===== src/rtl/sample_packetiser_pkg.sv =====
// Shared types for the sample packetiser: stream structs, the stored sample word,
// packet FSM states and the byte-select helper used by the serialiser.
package sample_packetiser_pkg;

    typedef struct packed {
        logic signed [17:0] I;
        logic signed [17:0] Q;
        logic               Valid;
    } COMPLEX_STREAM;

    typedef struct packed {
        logic       SoP;
        logic       EoP;
        logic [7:0] Source;
        logic [7:0] Destination;
        logic [7:0] Length;
        logic [7:0] Data;
        logic       Valid;
    } UART_PACKET;

    localparam logic [7:0] SAMPLE_PACKETISER_DEST = 8'h03;

    typedef struct packed {
        logic [15:0] I;
        logic [15:0] Q;
    } SAMPLE_WORD;

    typedef enum logic {IDLE, SEND} PACKET_STATE;

    // Wire order of a sample: I high, I low, Q high, Q low.
    function automatic logic [7:0] sampleByte(input SAMPLE_WORD word, input logic [1:0] index);
        case (index)
            2'd0:    return word.I[15:8];
            2'd1:    return word.I[7:0];
            2'd2:    return word.Q[15:8];
            default: return word.Q[7:0];
        endcase
    endfunction

endpackage


===== src/rtl/sample_packetiser_fifo.sv =====
// First-word-fall-through sample FIFO: the head word is always visible on
// opReadData while not empty; writes into a full FIFO are ignored.
module sample_fifo
    import sample_packetiser_pkg::*;
#(
    parameter int DEPTH = 64
)(
    input  logic                    ipClk,
    input  logic                    Reset,
    input  logic                    ipWrite,
    input  SAMPLE_WORD              ipWriteData,
    input  logic                    ipPop,
    output SAMPLE_WORD              opReadData,
    output logic                    opFull,
    output logic                    opEmpty,
    output logic [$clog2(DEPTH):0]  opLevel
);

    localparam int ADDR_W = $clog2(DEPTH);
    localparam logic [ADDR_W:0] FULL_LEVEL = (ADDR_W + 1)'(DEPTH);

    SAMPLE_WORD        mem [DEPTH];
    logic [ADDR_W-1:0] wrPtr;
    logic [ADDR_W-1:0] rdPtr;
    logic              doWrite;
    logic              doPop;

    assign opFull  = (opLevel == FULL_LEVEL);
    assign opEmpty = (opLevel == '0);
    assign doWrite = ipWrite && !opFull;
    assign doPop   = ipPop && !opEmpty;

    always_ff @(posedge ipClk) begin
        if (Reset) begin
            wrPtr   <= '0;
            rdPtr   <= '0;
            opLevel <= '0;
        end else begin
            if (doWrite) wrPtr <= wrPtr + 1'b1;
            if (doPop)   rdPtr <= rdPtr + 1'b1;
            case ({doWrite, doPop})
                2'b10:   opLevel <= opLevel + 1'b1;
                2'b01:   opLevel <= opLevel - 1'b1;
                default: ;
            endcase
        end
    end

    // NOTE: the storage array is deliberately not reset; the pointers and level
    // define which entries are meaningful, and a resettable RAM cannot map to block memory.
    always_ff @(posedge ipClk) begin
        if (doWrite) mem[wrPtr] <= ipWriteData;
    end

    assign opReadData = mem[rdPtr];

endmodule


===== src/rtl/sample_packetiser.sv =====
// Decimates the filtered I/Q stream, buffers kept samples and frames them into
// fixed-length UART packets, one byte per accepted handshake.
module sample_packetiser
    import sample_packetiser_pkg::*;
#(
    parameter int         SAMPLES_PER_PACKET = 16,
    parameter int         FIFO_DEPTH         = 64,
    parameter logic [7:0] SOURCE             = 8'h00,
    parameter logic [7:0] DESTINATION        = SAMPLE_PACKETISER_DEST
)(
    input  logic                         ipClk,
    input  logic                         Reset,
    input  logic                         ipEnable,
    input  logic [15:0]                  ipDecimation,
    input  COMPLEX_STREAM                ipInput,
    output UART_PACKET                   opTxStream,
    input  logic                         ipTxReady,
    output logic [15:0]                  opDropped,
    output logic [$clog2(FIFO_DEPTH):0]  opFIFO_Level
);

    localparam int               LEVEL_W      = $clog2(FIFO_DEPTH) + 1;
    localparam logic [7:0]       PACKET_BYTES = 8'(4 * SAMPLES_PER_PACKET);
    localparam logic [7:0]       LAST_BYTE    = PACKET_BYTES - 8'd1;
    localparam logic [LEVEL_W-1:0] PACKET_WORDS = LEVEL_W'(SAMPLES_PER_PACKET);

    logic [15:0] decCount;
    SAMPLE_WORD  keptWord;
    logic        keptValid;
    SAMPLE_WORD  headWord;
    logic        fifoFull;
    logic        fifoEmpty;
    logic        fifoPop;
    PACKET_STATE state;
    PACKET_STATE nextState;
    logic [7:0]  byteIndex;
    logic [7:0]  nextByteIndex;

    // NOTE: sequential state uses non-blocking assignments so every register
    // samples the pre-edge values, independent of statement order.
    always_ff @(posedge ipClk) begin
        if (Reset) begin
            decCount  <= '0;
            keptValid <= 1'b0;
            keptWord  <= '0;
        end else begin
            keptValid <= 1'b0;
            if (!ipEnable) begin
                decCount <= '0;
            end else if (ipInput.Valid) begin
                if (decCount >= ipDecimation) begin
                    decCount  <= '0;
                    keptValid <= 1'b1;
                    keptWord  <= '{I: ipInput.I[17:2], Q: ipInput.Q[17:2]};
                end else begin
                    decCount <= decCount + 1'b1;
                end
            end
        end
    end

    // Fullness is the registered level, so a pop in the same cycle cannot make room.
    always_ff @(posedge ipClk) begin
        if (Reset) begin
            opDropped <= '0;
        end else if (keptValid && fifoFull && opDropped != 16'hFFFF) begin
            opDropped <= opDropped + 1'b1;
        end
    end

    sample_fifo #(
        .DEPTH       (FIFO_DEPTH)
    ) u_fifo (
        .ipClk       (ipClk),
        .Reset       (Reset),
        .ipWrite     (keptValid),
        .ipWriteData (keptWord),
        .ipPop       (fifoPop),
        .opReadData  (headWord),
        .opFull      (fifoFull),
        .opEmpty     (fifoEmpty),
        .opLevel     (opFIFO_Level)
    );

    always_ff @(posedge ipClk) begin
        if (Reset) begin
            state     <= IDLE;
            byteIndex <= '0;
        end else begin
            state     <= nextState;
            byteIndex <= nextByteIndex;
        end
    end

    // NOTE: every signal driven here gets a default first, so no path can infer a latch.
    always_comb begin
        nextState     = state;
        nextByteIndex = byteIndex;
        fifoPop       = 1'b0;
        case (state)
            IDLE: begin
                nextByteIndex = '0;
                if (opFIFO_Level >= PACKET_WORDS) nextState = SEND;
            end
            SEND: begin
                if (ipTxReady) begin
                    fifoPop = (byteIndex[1:0] == 2'd3);
                    if (byteIndex == LAST_BYTE) begin
                        nextState     = IDLE;
                        nextByteIndex = '0;
                    end else begin
                        nextByteIndex = byteIndex + 8'd1;
                    end
                end
            end
            default: nextState = IDLE;
        endcase
    end

    // Outputs depend only on registers and the FIFO head, which only moves on an
    // accepted 4th byte, so fields stay stable while a byte waits for ipTxReady.
    always_comb begin
        opTxStream = '0;
        if (state == SEND) begin
            opTxStream.Valid       = 1'b1;
            opTxStream.SoP         = (byteIndex == 8'd0);
            opTxStream.EoP         = (byteIndex == LAST_BYTE);
            opTxStream.Source      = SOURCE;
            opTxStream.Destination = DESTINATION;
            opTxStream.Length      = PACKET_BYTES;
            opTxStream.Data        = sampleByte(headWord, byteIndex[1:0]);
        end
    end

endmodule


===== config.mk =====
export PLATFORM = sky130hd
export DESIGN_NAME = sample_packetiser
export DESIGN_NICKNAME = d
export VERILOG_FILES = /design/src/rtl/sample_packetiser_pkg.sv /design/src/rtl/sample_packetiser_fifo.sv /design/src/rtl/sample_packetiser.sv
export SDC_FILE = /design/constraint.sdc
export NUM_CORES = 2
export LEC_CHECK = 0
export CAP_MARGIN = 25
export CORE_ASPECT_RATIO = 0.75
export CORE_MARGIN = 1.5
export CORE_UTILIZATION = 46
export DETAILED_ROUTE_END_ITERATION = 8
export PLACE_DENSITY = 0.71
export SETUP_SLACK_MARGIN = 0.4
export SLEW_MARGIN = 5
export SYNTH_ARGS = -nofsm -noshare
export SYNTH_HDL_FRONTEND = slang
export SYNTH_HIERARCHICAL = 1
export SYNTH_SLANG_ARGS = --single-unit

===== constraint.sdc =====
create_clock -name ipClk -period 4.12 [get_ports ipClk]
set_input_delay 0.824 -clock ipClk [delete_from_list [all_inputs] [get_ports ipClk]]
set_output_delay 0.824 -clock ipClk [all_outputs]
set_load 0.005 [all_outputs]

==> results_dict.tcl <==
set metrics [dict create \
    status "finished with violations" \
    violations "setup timing" \
    crit_path_end_kind "output port" \
    drt_iter0_drc 6260 \
    p_sw_share_pct 19.4 \
    cp_cell_sequence "buf_12 > buf_16 > buf_12 > buf_16 > buf_12 > mux4_2 > mux2i_1 > buf_4 > nand2_4 > a31oi_4 > a211oi_4 > a222oi_1 > o21ai_1 > and2_4 > buf_6" \
    cts_tree "built" \
    drive_above_1_share_pct 34.6 \
    pwr-share-seq_pct 58.2 \
    cts-root-buf "clkbuf_16" \
    tritoncts_num_sinks 2147 \
    routed_wl_um 224000 \
    cp.arrival_ns 4.01 \
    synth_area_mm2 0.0831 \
    startpoint_type "flip-flop" \
    holdPathEnd "byteIndex[7]$_SDFFE_PP0P_" \
    pwr-share-comb_pct 0.3 \
    die_w_um 494 \
    dp.cells 6675 \
    relSlewSlack_pct 33.1 \
    drcViolationCount 0 \
    switching_power_uw 7840 \
    period_needed_ns 4.84 \
    drtPass1Iterations 8 \
    clock-skew-final_ns 0.0409 \
    die-area_mm2 0.183 \
    area_delta_synth_final_pct 19.4 \
    finalHoldViolCount 0 \
    cpMaxStageDelayCell "mux4_2" \
    crit_family "buffers and inverters" \
    vias 44394 \
    vdd_drop_max_v 0.000416 \
    routedWlPerCell_um 31.5 \
    start_util_pct 46.5 \
    worst-path-buf-inv 7 \
    p_leak_uw 0.0319 \
    clkTransAtPathRegs_ns 0.07 \
    grt_remaining_overflow 0 \
    p_clk_share_pct 41.5 \
    die_h_um 371 \
    grt_pass1_vias 43597 \
    port_buffers 89 \
    path_common_cell "buf_12" \
    hold_path_depth 2 \
    rr_worst_depth 6 \
    globalplace.congestion 0.888 \
    min_from "byteIndex[7]$_SDFFE_PP0P_" \
    rsz0062_at_grt "true" \
    report.final.setup_viol 8 \
    fin_tns_setup_ns -5.23 \
    critPathMaxStageDelay_ns 0.49 \
    finalCritPeriodShare_pct 117 \
    routed_via_density 6.23 \
    finalMaxSlewViolations 0 \
    fin_ws_ns -0.715 \
    rrSetupSlack_ns 0.55 \
    insertion_delay_ns 0.82 \
    syn_avg_cell_area_um2 21.0 \
    tightest_slew_ns 1.00 \
    intPower_uw 32500 \
    cts_buffers 183 \
    yosysWarningCount 6 \
    fmax_mhz 207 \
    syn_inst 3954 \
    clockBufferDepth 3 \
    final-instance-count-excl-fill 7127 \
    detail-route-antenna-nets 0 \
    num-nets-final 4678 \
    antenna_found_initial 11 \
    cts_max_level 4 \
    powerDensity_mw_per_mm2 407 \
    io_pins 115 \
    critPathKind "flip-flop to output port" \
    timing.rr.end "u_fifo/mem[42][30]$_DFFE_PP_" \
    fp-row-count 134 \
    hold_class "flip-flop to flip-flop" \
    worstPathMaxFanout 5 \
    grt_max_degree 108 \
    hpwl_um 135000 \
    cp_data_required_time_ns 3.30 \
    r2r_start "u_fifo/opLevel[2]$_SDFFE_PP0P_" \
    grt_util_all_layers_pct 24.3 \
    grt_first_pass_wirelength_um 317000 \
    core-area_mm2 0.179 \
    holdWs_ns 0.500 \
    max_cap_viol_count 0 \
]
==> sequential cells by signal (all words and copies together) (netlist names), named ones only <==
| name | count |
|---|---|
| decCount | 16 |
| u_fifo/mem | 2048 |
| keptValid | 1 |
| keptWord | 32 |
| byteIndex | 8 |
| u_fifo/opLevel | 7 |
| u_fifo/rdPtr | 6 |
| state | 1 |
| u_fifo/wrPtr | 6 |
| opDropped | 16 |
==> power by group through the flow <==
stage	combinational [uW]	clock (uW)	sequential, uW
floorplan	64.7	0	24000
finish	117	16800	23500
global placement	116	0	24000
detailed placement	117	0	24000
global route	128	17700	23500
CTS	118	16900	23500
==> final cells by class <==
type	count	area [um2]
Antenna cell	8	20.0
Sequential cell	2147	63500
Timing Repair Buffer	690	7210
Tap cell	2380	2980
Multi-Input combinational cell	1545	19700
Clock buffer	226	4820
Clock inverter	104	876
Fill cell	13002	79500
Inverter	27	101
==> what timing repair did <==
action                     CTS  global route
pin swaps                   65            40
hold buffers                 0             0
setup buffers               64            35
resized for setup          217            73
setup endpoints to repair    9            10
cloned                      12             2
==> routing by layer <==
metal	track usage, %	wire length [um]	up-vias
met5	0	59	-
met2	36.8	103000	2702
met1	34.9	87200	23492
met3	6.71	27800	382
li1	-	-	17806
met4	6.70	6010	12
==> placed cells by master (no fill, tap or decap), drive strengths merged, types with 8 or more instances in the layout <==
cell type,instances
o21ai,25
clkdlybuf4s50,80
xnor2,10
nand2,84
a221oi,28
nor2,114
ha,27
conb,21
and3,38
buf,607
nor2b,44
a22oi,91
a21oi,35
o22ai,59
clkbuf,228
dfxtp,99
a222oi,8
nor3,20
o31ai,9
edfxtp,2048
nand2b,89
mux2,12
mux4,506
diode,8
o221ai,53
or3,11
mux2i,62
nand4,18
xor2,29
and2,17
clkinv,80
bufinv,10
a211oi,28
or4,8
inv,36
nand3,51
==> worst reg2reg max path, cell delays in order, from the launching register on <==
cell     delay [ns]
dfxtp_1        0.54
nor4_1         0.18
and3_1         0.26
nor3_1         0.41
nand2_1        0.65
nor2_4         0.73
buf_4          0.44
==> stage by stage <==
| step | setup slack (ns) | total power (uW) | area [um2] | utilization (%) |
|---|---|---|---|---|
| global placement | -0.488 | 24100 | 90900 | 50.8 |
| global route | -0.801 | 41300 | 99200 | 55.5 |
| finish | -0.715 | 40400 | 99200 | 55.5 |
| detailed placement | -0.502 | 24100 | 90900 | 50.9 |
| floorplan | 0.580 | 24000 | 83200 | - |
| CTS | -0.739 | 40500 | 98500 | 55.1 |
==> how the worst max path moves through the flow <==
stage,startpoint,to,slack (ns),cells past startpoint
CTS,flip-flop,opTxStream[8],-0.74,15
detailed placement,flip-flop,opTxStream[8],-0.50,13
global route,flip-flop,opTxStream[8],-0.80,16
finish,flip-flop,opTxStream[8],-0.72,15
floorplan,ipTxReady,u_fifo/opLevel[6]$_SDFFE_PP0P_,0.58,13
global placement,flip-flop,opTxStream[8],-0.49,13
No activity file was read; power rests on OpenSTA's default activity.
